File: src/rtl/traffic_pkg.sv
// rtl/traffic_pkg.sv - shared state, lamp encodings and queue limit for the traffic light
package traffic_pkg;

  // Two bits cover all four states, so no encoding is left unreachable.
  typedef enum logic [1:0] {
    RED    = 2'd0,
    GREEN  = 2'd1,
    YELLOW = 2'd2,
    EMERG  = 2'd3
  } state_t;

  // Lamp bits are {red, yellow, green}.
  localparam logic [2:0] LIGHT_RED    = 3'b100;
  localparam logic [2:0] LIGHT_YELLOW = 3'b010;
  localparam logic [2:0] LIGHT_GREEN  = 3'b001;

  localparam logic [3:0] QUEUE_MAX = 4'd15;

endpackage

File: src/rtl/tl_queue_counter.sv
// rtl/tl_queue_counter.sv - 4-bit saturating up/down vehicle queue counter
module tl_queue_counter
  import traffic_pkg::*;
(
  input  logic       clk,
  input  logic       rst,
  input  logic       i_inc,
  input  logic       i_dec,
  output logic [3:0] o_count
);

  logic [3:0] r_count;

  // Step up or down unless both or neither are requested; clamp at 0 and QUEUE_MAX.
  always_ff @(posedge clk or posedge rst) begin
    if (rst) begin
      r_count <= 4'd0;
    end else if (i_inc && !i_dec && (r_count != QUEUE_MAX)) begin
      r_count <= r_count + 4'd1;
    end else if (i_dec && !i_inc && (r_count != 4'd0)) begin
      r_count <= r_count - 4'd1;
    end
  end

  assign o_count = r_count;

endmodule

File: src/rtl/smart_traffic_light.sv
// rtl/smart_traffic_light.sv - adaptive single-approach traffic light with emergency preemption
module smart_traffic_light
  import traffic_pkg::*;
#(
  parameter int RED_TIME    = 5,
  parameter int GREEN_MIN   = 4,
  parameter int GREEN_MAX   = 10,
  parameter int YELLOW_TIME = 2
) (
  input  logic       clk,
  input  logic       rst,
  input  logic       car_detected,
  input  logic       emergency,
  output logic [2:0] lights,
  output logic [3:0] queue_count
);

  // Timer must reach the largest terminal count of any timed state.
  localparam int T_MAX_RG = (RED_TIME > GREEN_MAX) ? RED_TIME : GREEN_MAX;
  localparam int T_MAX    = (T_MAX_RG > YELLOW_TIME) ? T_MAX_RG : YELLOW_TIME;
  localparam int TW       = (T_MAX > 1) ? $clog2(T_MAX) : 1;

  localparam logic [TW-1:0] RED_LAST    = TW'(RED_TIME - 1);
  localparam logic [TW-1:0] GMIN_LAST   = TW'(GREEN_MIN - 1);
  localparam logic [TW-1:0] GMAX_LAST   = TW'(GREEN_MAX - 1);
  localparam logic [TW-1:0] YELLOW_LAST = TW'(YELLOW_TIME - 1);

  state_t        r_state;
  logic [TW-1:0] r_timer;
  logic [2:0]    r_lights;
  logic [3:0]    w_queue;
  logic          w_inc;
  logic          w_dec;

  // Cars queue up while the approach is stopped and drain one per cycle of empty green.
  assign w_inc = (r_state != GREEN) && car_detected;
  assign w_dec = (r_state == GREEN) && !car_detected;

  tl_queue_counter u_queue (
    .clk     (clk),
    .rst     (rst),
    .i_inc   (w_inc),
    .i_dec   (w_dec),
    .o_count (w_queue)
  );

  // Sequencer: emergency preempts everything, otherwise per-state timeouts advance the phase.
  always_ff @(posedge clk or posedge rst) begin
    if (rst) begin
      r_state  <= RED;
      r_timer  <= '0;
      r_lights <= LIGHT_RED;
    end else if (emergency) begin
      r_state  <= EMERG;
      r_timer  <= '0;
      r_lights <= LIGHT_RED;
    end else begin
      case (r_state)
        RED: begin
          if (r_timer == RED_LAST) begin
            r_state  <= GREEN;
            r_timer  <= '0;
            r_lights <= LIGHT_GREEN;
          end else begin
            r_timer  <= r_timer + TW'(1);
          end
        end
        GREEN: begin
          if ((r_timer == GMAX_LAST) ||
              ((r_timer >= GMIN_LAST) && (w_queue == 4'd0))) begin
            r_state  <= YELLOW;
            r_timer  <= '0;
            r_lights <= LIGHT_YELLOW;
          end else begin
            r_timer  <= r_timer + TW'(1);
          end
        end
        YELLOW: begin
          if (r_timer == YELLOW_LAST) begin
            r_state  <= RED;
            r_timer  <= '0;
            r_lights <= LIGHT_RED;
          end else begin
            r_timer  <= r_timer + TW'(1);
          end
        end
        EMERG: begin
          // Release always restarts a full red phase.
          r_state  <= RED;
          r_timer  <= '0;
          r_lights <= LIGHT_RED;
        end
        default: begin
          r_state  <= RED;
          r_timer  <= '0;
          r_lights <= LIGHT_RED;
        end
      endcase
    end
  end

  assign lights      = r_lights;
  assign queue_count = w_queue;

endmodule

File: config.mk
export PLATFORM = sky130hd
export DESIGN_NAME = smart_traffic_light
export DESIGN_NICKNAME = d
export VERILOG_FILES = /design/src/rtl/traffic_pkg.sv /design/src/rtl/tl_queue_counter.sv /design/src/rtl/smart_traffic_light.sv
export SDC_FILE = /design/constraint.sdc
export NUM_CORES = 1
export LEC_CHECK = 0
export ABC_AREA = 1
export CAP_MARGIN = 20
export CORE_MARGIN = 2
export CORE_UTILIZATION = 56
export CTS_CLUSTER_DIAMETER = 50
export CTS_CLUSTER_SIZE = 30
export DETAILED_ROUTE_END_ITERATION = 16
export PLACE_DENSITY = 0.85
export REMOVE_ABC_BUFFERS = 1
export SLEW_MARGIN = 20
export SYNTH_ARGS = -nofsm -noshare
export SYNTH_HDL_FRONTEND = slang
export SYNTH_SLANG_ARGS = --single-unit
File: constraint.sdc
create_clock -name clk -period 2.4 [get_ports clk]
set_input_delay 0.48 -clock clk [delete_from_list [all_inputs] [get_ports clk]]
set_output_delay 0.48 -clock clk [all_outputs]
set_load 0.02 [all_outputs]
Word level (Yosys, flattened, before mapping). Index checks and enable logic that the tools add are counted.

Add/subtract/negate cells: 3. Multipliers: 0. Divide/modulo/power cells: 0. Magnitude comparators: 1. Equality and inequality tests: 11. Shifts and indexed selects: 0. Multiplexer cells: 17. Bitwise operators: 0. Reductions and logical operators: 16.

Operator list (number): $mux 4 (6); $pmux 4 s4 (1); $mux 3 (4); $pmux 3 s4 (1); $add 4x1->4 const B (2); $mux 2 (4); $pmux 2 s4 (1); $logic_and 1x1->1 (7); $ne 3x3->1 const B (2); $eq 2x2->1 const B (2); $eq 4x1->1 const B (1); $eq 4x3->1 const B (1); $eq 4x4->1 const B (1); $ge 4x2->1 const B (1); $logic_not 4->1 (1); $ne 4x4->1 const B (1); $reduce_bool 4->1 (1); $sub 4x1->4 const B (1); $logic_not 1->1 (3); $ne 3x2->1 const B (1); $reduce_and 3->1 (1); $eq 2x1->1 const B (1); $logic_not 2->1 (1); $ne 2x1->1 const B (1); 2 further kinds (2).

Bits in registers: 13. Latch bits: 0. RAM bits: 0. Memory bits (read-only): 0. Input bits: 4. Memories: 0.

Depth between registers and ports, before layout. Gate-level depths: netlist (run 1).

Depth after elaboration: 7. Mapped depth: 12.

Cells and area by module. From an unflattened synthesis (run 1), not the netlist that was laid out.

Cell total of the unflattened synthesis: 113. Area total of the unflattened synthesis: 855.8 um^2.

By module, submodules not included: smart_traffic_light (instances 1, cells an instance 67, area an instance 541.8 um^2, seq. area each 226.5 um^2); tl_queue_counter (instances 1, cells an instance 46, area an instance 314.1 um^2, seq. area each 100.1 um^2).

Worst setup path before layout (run 1). OpenSTA, ideal clock, no wires.

Kind: register to register. From: register u_queue.r_count[0] (netlist: u_queue.o_count[0]). To: register u_queue.r_count[3] (netlist: u_queue.o_count[3]). Setup time: 0.117 ns. Data arrival time: 1.571 ns. Required time: 2.283 ns. Slack: 0.712 ns. Stages on the path, launching flop included: 13. Period minus slack after synthesis: 1.688 ns. Cell sequence: dfrtp_1 nand2_1 inv_1 nand2_1 nand2_2 ha_1 nand3_1 inv_1 nor2_1 nand2_1 nand3_1 nand2_1 nand2_1.

Word-level cells in the longest chain between the ends: 3. Elaborated cells on any way between the ends: 9.

Ends and longest elaborated chain: from (decl) (RTL line tl_queue_counter.sv:12) `logic [3:0] r_count;`; from (signal assigned) (RTL line tl_queue_counter.sv:19) `r_count <= r_count + 4'd1;`; from (signal assigned) (RTL line tl_queue_counter.sv:21) `r_count <= r_count - 4'd1;`; $sub 4x1->4 (tied with other cells) (RTL line tl_queue_counter.sv:21); $mux 4 (tied with other cells) (RTL line tl_queue_counter.sv:20) `end else if (i_dec && !i_inc && (r_count != 4'd0)) begin`; $mux 4 or $reduce_bool 2->1 (tied branches).

Several ways; a longest one is shown, not always the timed one. The select of a mux whose other input is x is not followed. A chain may end at the register's enable or synchronous reset.

Worst setup path after layout (run 1).
From: input car_detected. To: register u_queue.r_count[3] (netlist: u_queue.o_count[3]).

Word-level cells in the longest chain between the ends: 6. Elaborated cells on any way between the ends: 11.

Ends and longest elaborated chain: from (decl) (RTL line smart_traffic_light.sv:12) `input logic car_detected,`; $logic_not 1->1 (RTL line smart_traffic_light.sv:37) `assign w_dec = (r_state == GREEN) && !car_detected;`; $logic_and 1x1->1 (RTL line smart_traffic_light.sv:37); $logic_not 1->1 (RTL line tl_queue_counter.sv:18) `end else if (i_inc && !i_dec && (r_count != QUEUE_MAX)) begin`; $logic_and 1x1->1 (2 in a row) (RTL line tl_queue_counter.sv:18); $mux 4 or $reduce_bool 2->1 (tied branches).

Several ways; a longest one is shown, not always the timed one.

==> impl_metrics.toml, run 1 <==
[pwr]
peakVddDrop_mv = 0.9321
switchingPower_mw = 0.5721
seq_power_share_pct = 33.3
power_density_mw_per_mm2 = 1250
power_frac_comb_pct = 55.1
p_int_mw = 0.6541
p_clk_share_pct = 11.6
leakagePower_nw = 0.5035
switching_share_pct = 46.65

[route]
remaining_drc_errors = 0
drt-vias-per-instance = 5.362
firstDrtPassIters = 4
vias = 740
antenna_left = 0
finalWirelength_um = 1641
post_drt_wl_per_cell_um = 11.89
drtIter0Drc = 20

[clock_network]
post_cts_buffers = 0
insertion_delay_ns = 0.28
htree_num_levels = 1
cts_resized = 0
cts_hold_buf = 0
cts_tree = "yes"
numCtsBuffers = 3
path_clk_slew_ns = 0.09
clock_sinks = 13
cts-root-buf = "clkbuf_4"
clockBufferDepth = 2

[place]
gp_congestion = 0.8216
placed_cells_incl_taps = 134
dpl.hpwl_um = 1212
dp_slack_ns = 0.1051
numPortBuffers = 10

[timing]
slew_headroom_pct = 67.04
grt_setup_unrepaired = "false"
final_hold_viol_count = 0
clock_skew_ns = 0.006380
fin_tns_setup_ns = 0
finalWorstSetupSlack_ns = 0.3885
fin_crit_ns = 2.011
max_freq_mhz = 497.1
timing.final.crit_share_pct = 83.81
finalSetupViolations = 0
slew_violations = 0
worst_slew_pin_slew_ns = 0.4939

[setup_path]
criticalPathCategory = "in -> reg"
worstPathCellList = "clkdlybuf4s50_1 > inv_1 > a21oi_1 > nand2_2 > ha_1 > nand3_1 > inv_1 > nor2_1 > nand2_1 > nand3_1 > nand2_1 > nand2_1"
cpMaxStageDelayCell = "clkdlybuf4s50_1"
slowest_delay_ns = 0.53
worst_setup_path_start_kind = "input port"
cp-end-kind = "register"
cp_common_cell = "nand2_1"
cp.required_ns = 2.59
arrival_ns = 2.20
cp_max_fo = 7

[global_route]
grt_max_degree = 14
grt.total_usage_pct = 21.14
first_global_vias = 723
antenna_found_initial = 0
grt_pass1_wl_um = 2960
overflow = 0

[logic_synthesis]
yosysUniqueCellTypes = 20
synthFlopType = "dfrtp_1"
synth-seq-cells = 13
yosysTopAreaCellShare_pct = 35.93
synth_area_sq_um = 835.8
ys_warn_count = 0
synthArstFlopShare_pct = 100.0
synth-edff-count = 0
netlist_top_cells_area = "dfrtp_1 (36%), nand2_1 (12%), nand3_1 (9.0%), ha_1 (7.5%), inv_1 (6.3%)"
synth_top_area_cell = "dfrtp_1"
syn_area_per_cell_sq_um = 7.668
synth_common_cells = "nand2_1 (26), nand3_1 (15), inv_1 (14), dfrtp_1 (12), nor2_1 (12)"
yosysSeqAreaShare_pct = 39.07
synth_cells = 109
synth_most_common_cell = "nand2_1"

[layout]
nets = 134
n_antenna_cell = 0
fin_cells = 138
area_growth_pct = 17.37
drive_gt1_share_pct = 11.38
fillerInstances = 107

[floorplanning]
io_pins = 11
start_util_pct = 61.91
die_x_um = 42.63
die_area_sq_mm = 0.001817
rows = 13
core-area_sq_mm = 0.001350
die_y_um = 42.63

[run]
cap_violations = 0

[run_status]
status = "complete, no violations"

[worst_hold_path]
hold_class = "reg -> reg"
[per-stage QoR]
step / instance area, sq um / hold slack (ns) / utilization [%] / power [mW]
2_1_floorplan: 835.8 / 0.3562 / - / 0.8714
3_3_place_gp: 954.7 / 0.4537 / 70.71 / 1.050
3_5_place_dp: 954.7 / 0.4542 / 70.71 / 1.076
4_1_cts: 980.9 / 0.4656 / 72.66 / 1.227
5_1_grt: 980.9 / 0.5011 / 72.66 / 1.335
6_report: 980.9 / 0.4631 / 72.66 / 1.226
[worst paths after layout]
path | start | endpoint | slack [ns] | depth (start not counted)
setup / recovery | car_detected | u_queue.o_count[3]$_DFFE_PP0P_ | 0.39 | 12
hold / removal | lights[2]$_DFFE_PP1P_ | lights[2]$_DFFE_PP1P_ | 0.46 | 2
setup reg to reg | u_queue.o_count[0]$_DFFE_PP0P_ | u_queue.o_count[3]$_DFFE_PP0P_ | 0.61 | 12
hold reg to reg | lights[2]$_DFFE_PP1P_ | lights[2]$_DFFE_PP1P_ | 0.46 | 2
max in group asynchronous | rst | lights[2]$_DFFE_PP1P_ | 1.53 | 2
min in group asynchronous | rst | u_queue.o_count[2]$_DFFE_PP0P_ | 0.50 | 2
[power by group through the flow]
stage | registers (mW) | clock network [mW] | logic, mW
2_1_floorplan | 0.460 | 0 | 0.412
3_3_place_gp | 0.407 | 0 | 0.643
3_5_place_dp | 0.412 | 0 | 0.664
4_1_cts | 0.408 | 0.146 | 0.674
5_1_grt | 0.424 | 0.149 | 0.761
6_report | 0.408 | 0.143 | 0.675
[logic make-up (layout without fill, tap and decap cells)]
family                   Yosys count  in the layout  synth area share (%)
AND/OR/NAND/NOR                   62             62                 34.58
buffers and inverters             16             30                 7.186
flip-flops                        13             13                 39.07
AO/OA/AOI/OAI                      8              8                 5.089
adder cells (fa/ha/maj)            6              6                 9.880
XOR/XNOR                           4              4                 4.192
[area by class of cell]
cell class	instances	area [sq um]	share of cell area, %
inverters	16	60.06	6.122
well taps	15	18.77	1.913
multi-input cells	80	449.2	45.79
repair buffers	10	100.1	10.20
flip-flops and latches	13	326.6	33.29
clock buffers	4	26.28	2.679
[critical path, delay by kind of cell]
family                   cells  cell delay, ns
AND/OR/NAND/NOR              7            0.56
buffers and inverters        3            0.67
adder cells (fa/ha/maj)      1            0.36
AO/OA/AOI/OAI                1            0.14
[layout by cell type (no fill, tap or decap), drive strengths merged, types with 4 or more instances in the layout]
cell type	Yosys	layout
dfrtp	12	12
nand2	31	31
clkdlybuf4s50	0	10
ha	5	5
a21oi	5	5
nand3	16	16
nor2	14	14
clkbuf	0	4
inv	16	16
[state kept, by name (all words and copies together) (netlist names)]
signal,flops
lights,3
r_state,2
u_queue.o_count,4
r_timer,4
[routing by layer]
metal  wire length, um  GRT usage, %  part of all wire, %
met5                 0             0                    0
met4                23         6.875                  1.4
met3                64         2.586                  3.9
met2               781         36.06                   48
met1               771         27.37                   47
Note: power is estimated with default switching activity, not from simulation.
==> inputs of run 2 (changes only) <==
Settings changed: CORE_UTILIZATION 56 to 52, PLACE_DENSITY 0.85 to 0.8.
Clock period 2.4 ns to 1.9 ns, I/O delays scaled along.
==> impl_metrics.toml, run 2 (same netlist as run 1, synthesis figures left out) <==
[setup_path]
cp_max_fo = 5
path_buf_inv = 2
r2r-start = "u_queue.o_count[0]$_DFFE_PP0P_"
crit_family = "simple AND/OR/NAND/NOR gates"
slowest_delay_ns = 0.47
worstPathCellList = "clkdlybuf4s50_1 > inv_1 > a21oi_1 > nand2_2 > ha_1 > nand3_1 > nand3_1 > nand2_1 > nand3_1 > nand2_1 > nand2_1"
rrSetupSlack_ns = 0.17
cp-end-kind = "register"
reg2reg_to = "u_queue.o_count[3]$_DFFE_PP0P_"
cpMaxStageDelayCell = "clkdlybuf4s50_1"
arrival_ns = 1.99
cp.required_ns = 2.08
worst_setup_path_start_kind = "input port"
criticalPathCategory = "in -> reg"
r2r.worst_path.cells = 11

[clock_network]
post_cts_buffers = 0
clock_sinks = 13
path_clk_slew_ns = 0.08
cts_tree = "yes"
numCtsBuffers = 3
insertion_delay_ns = 0.28
clockBufferDepth = 2
cts-root-buf = "clkbuf_4"
htree_num_levels = 1

[global_route]
grt_pass1_wl_um = 2656
antenna_found_initial = 0
grt_max_degree = 14
grt.total_usage_pct = 18.78
first_global_vias = 667
gr-usage-met2_pct = 28.82
busiest_layer = "met2"
globalRouteMet1Util_pct = 23.36
overflow = 0
grt_use_met3_pct = 8.163

[route]
vias = 755
drt-vias-per-instance = 5.317
firstDrtPassIters = 4
finalWirelength_um = 1651
antenna_left = 0
remaining_drc_errors = 0
post_drt_wl_per_cell_um = 11.63
drtIter0Drc = 25

[place]
dp_slack_ns = -0.2021
gp_congestion = 0.8075
numPortBuffers = 10
dpl.hpwl_um = 1207

[layout]
layout_common_cells = "nand2_1 (26), nand3_1 (15), inv_1 (14)"
post-route-util_pct = 67.61
nets = 137
layout_commonest_cell = "nand2_1"
n_antenna_cell = 0
area_growth_pct = 21.86
drive_gt1_share_pct = 15.08

[timing]
whs_ns = 0.4075
clock_skew_ns = 0.002708
slew_violations = 0
worst_slew_pin_slew_ns = 0.4742
finalWorstSetupSlack_ns = 0.08449
fin_tns_setup_ns = 0
final_hold_viol_count = 0
max_freq_mhz = 550.8
timing.final.crit_share_pct = 95.55
finalSetupViolations = 0
slew_headroom_pct = 68.36
fin_crit_ns = 1.816

[pwr]
p_clk_share_pct = 10.6
p_int_mw = 0.8742
power_density_mw_per_mm2 = 1590
power_frac_comb_pct = 57.3
peakVddDrop_mv = 0.8686
seq_power_share_pct = 32.0
leakagePower_nw = 0.5209
switchingPower_mw = 0.7456
power.total_mw = 1.620
switching_share_pct = 46.03

[floorplanning]
core-area_sq_mm = 0.001506
die_x_um = 44.09
rows = 14
start_util_pct = 55.48
io_pins = 11
die_y_um = 44.09
die_area_sq_mm = 0.001944

[run_status]
status = "complete, no violations"

[run]
cap_violations = 0

[worst_hold_path]
hold_class = "in -> async"
-- run 2: cell types whose count changed in the layout (fill, tap and decap cells not counted) --
cell	before	now
buf_4	0	3
clkbuf_1	1	0
clkinv_2	0	1
ha_1	5	4
ha_4	0	1
-- run 2: area by class of cell --
class / instances / area [sq um]
tap: 16 / 20.02
fill: 137 / 488.0
multi-input combinational: 80 / 461.7
inverter: 16 / 60.06
timing repair buffer: 13 / 122.6
clock inverter: 1 / 5.005
sequential: 13 / 326.6
clock buffer: 3 / 22.52
-- run 2: power by group through the flow --
| stage | Combinational [mW] | Clock (mW) | Sequential (mW) |
|---|---|---|---|
| 2_1_floorplan | 0.520 | 0 | 0.580 |
| 3_3_place_gp | 0.848 | 0 | 0.519 |
| 3_5_place_dp | 0.883 | 0 | 0.519 |
| 4_1_cts | 0.890 | 0.179 | 0.514 |
| 5_1_grt | 1.03 | 0.189 | 0.540 |
| 6_report | 0.929 | 0.172 | 0.519 |
-- run 2: worst reg2reg max path: stages (launching register included) --
cell     delay, ns
dfrtp_1       0.46
nand2_1       0.12
inv_1         0.04
nand2_1       0.07
nand2_2       0.11
ha_1          0.30
nand3_1       0.12
nand3_1       0.14
nand2_1       0.10
nand3_1       0.06
nand2_1       0.06
nand2_1       0.05
-- run 2: worst max path at each step --
| stage | startpoint | slack (ns) | cells after the start | endpoint |
|---|---|---|---|---|
| final | car_detected | 0.08 | 11 | u_queue.o_count[3]$_DFFE_PP0P_ |
| after global placement | car_detected | -0.12 | 12 | u_queue.o_count[3]$_DFFE_PP0P_ |
| after global routing | car_detected | -0.002 | 12 | u_queue.o_count[3]$_DFFE_PP0P_ |
| after detailed placement | car_detected | -0.20 | 12 | u_queue.o_count[3]$_DFFE_PP0P_ |
| after CTS | car_detected | 0.1 | 12 | u_queue.o_count[3]$_DFFE_PP0P_ |
| after floorplan | u_queue.o_count[0]$_DFFE_PP0P_ | 0.21 | 12 | u_queue.o_count[3]$_DFFE_PP0P_ |
-- run 2: repair_timing --
action	4_1_cts	5_1_grt
gates resized for setup	0	1
setup endpoints to repair	0	1
hold endpoints to repair	0	0
hold buffers	0	0
-- run 2: routing by layer --
| metal | part of all wire [%] | routed length, um |
|---|---|---|
| met1 | 43 | 703 |
| met4 | 1.6 | 27 |
| met2 | 48 | 794 |
| met3 | 7.6 | 126 |
| met5 | 0 | 0 |
-- run 2: through the flow --
stage / cell area (sq um) / std cells
finish: 1018 / 142
global route: 1018 / 142
CTS: 1006 / 142
detailed placement: 978.4 / 138
global placement: 978.4 / 138
floorplan: 835.8 / 109
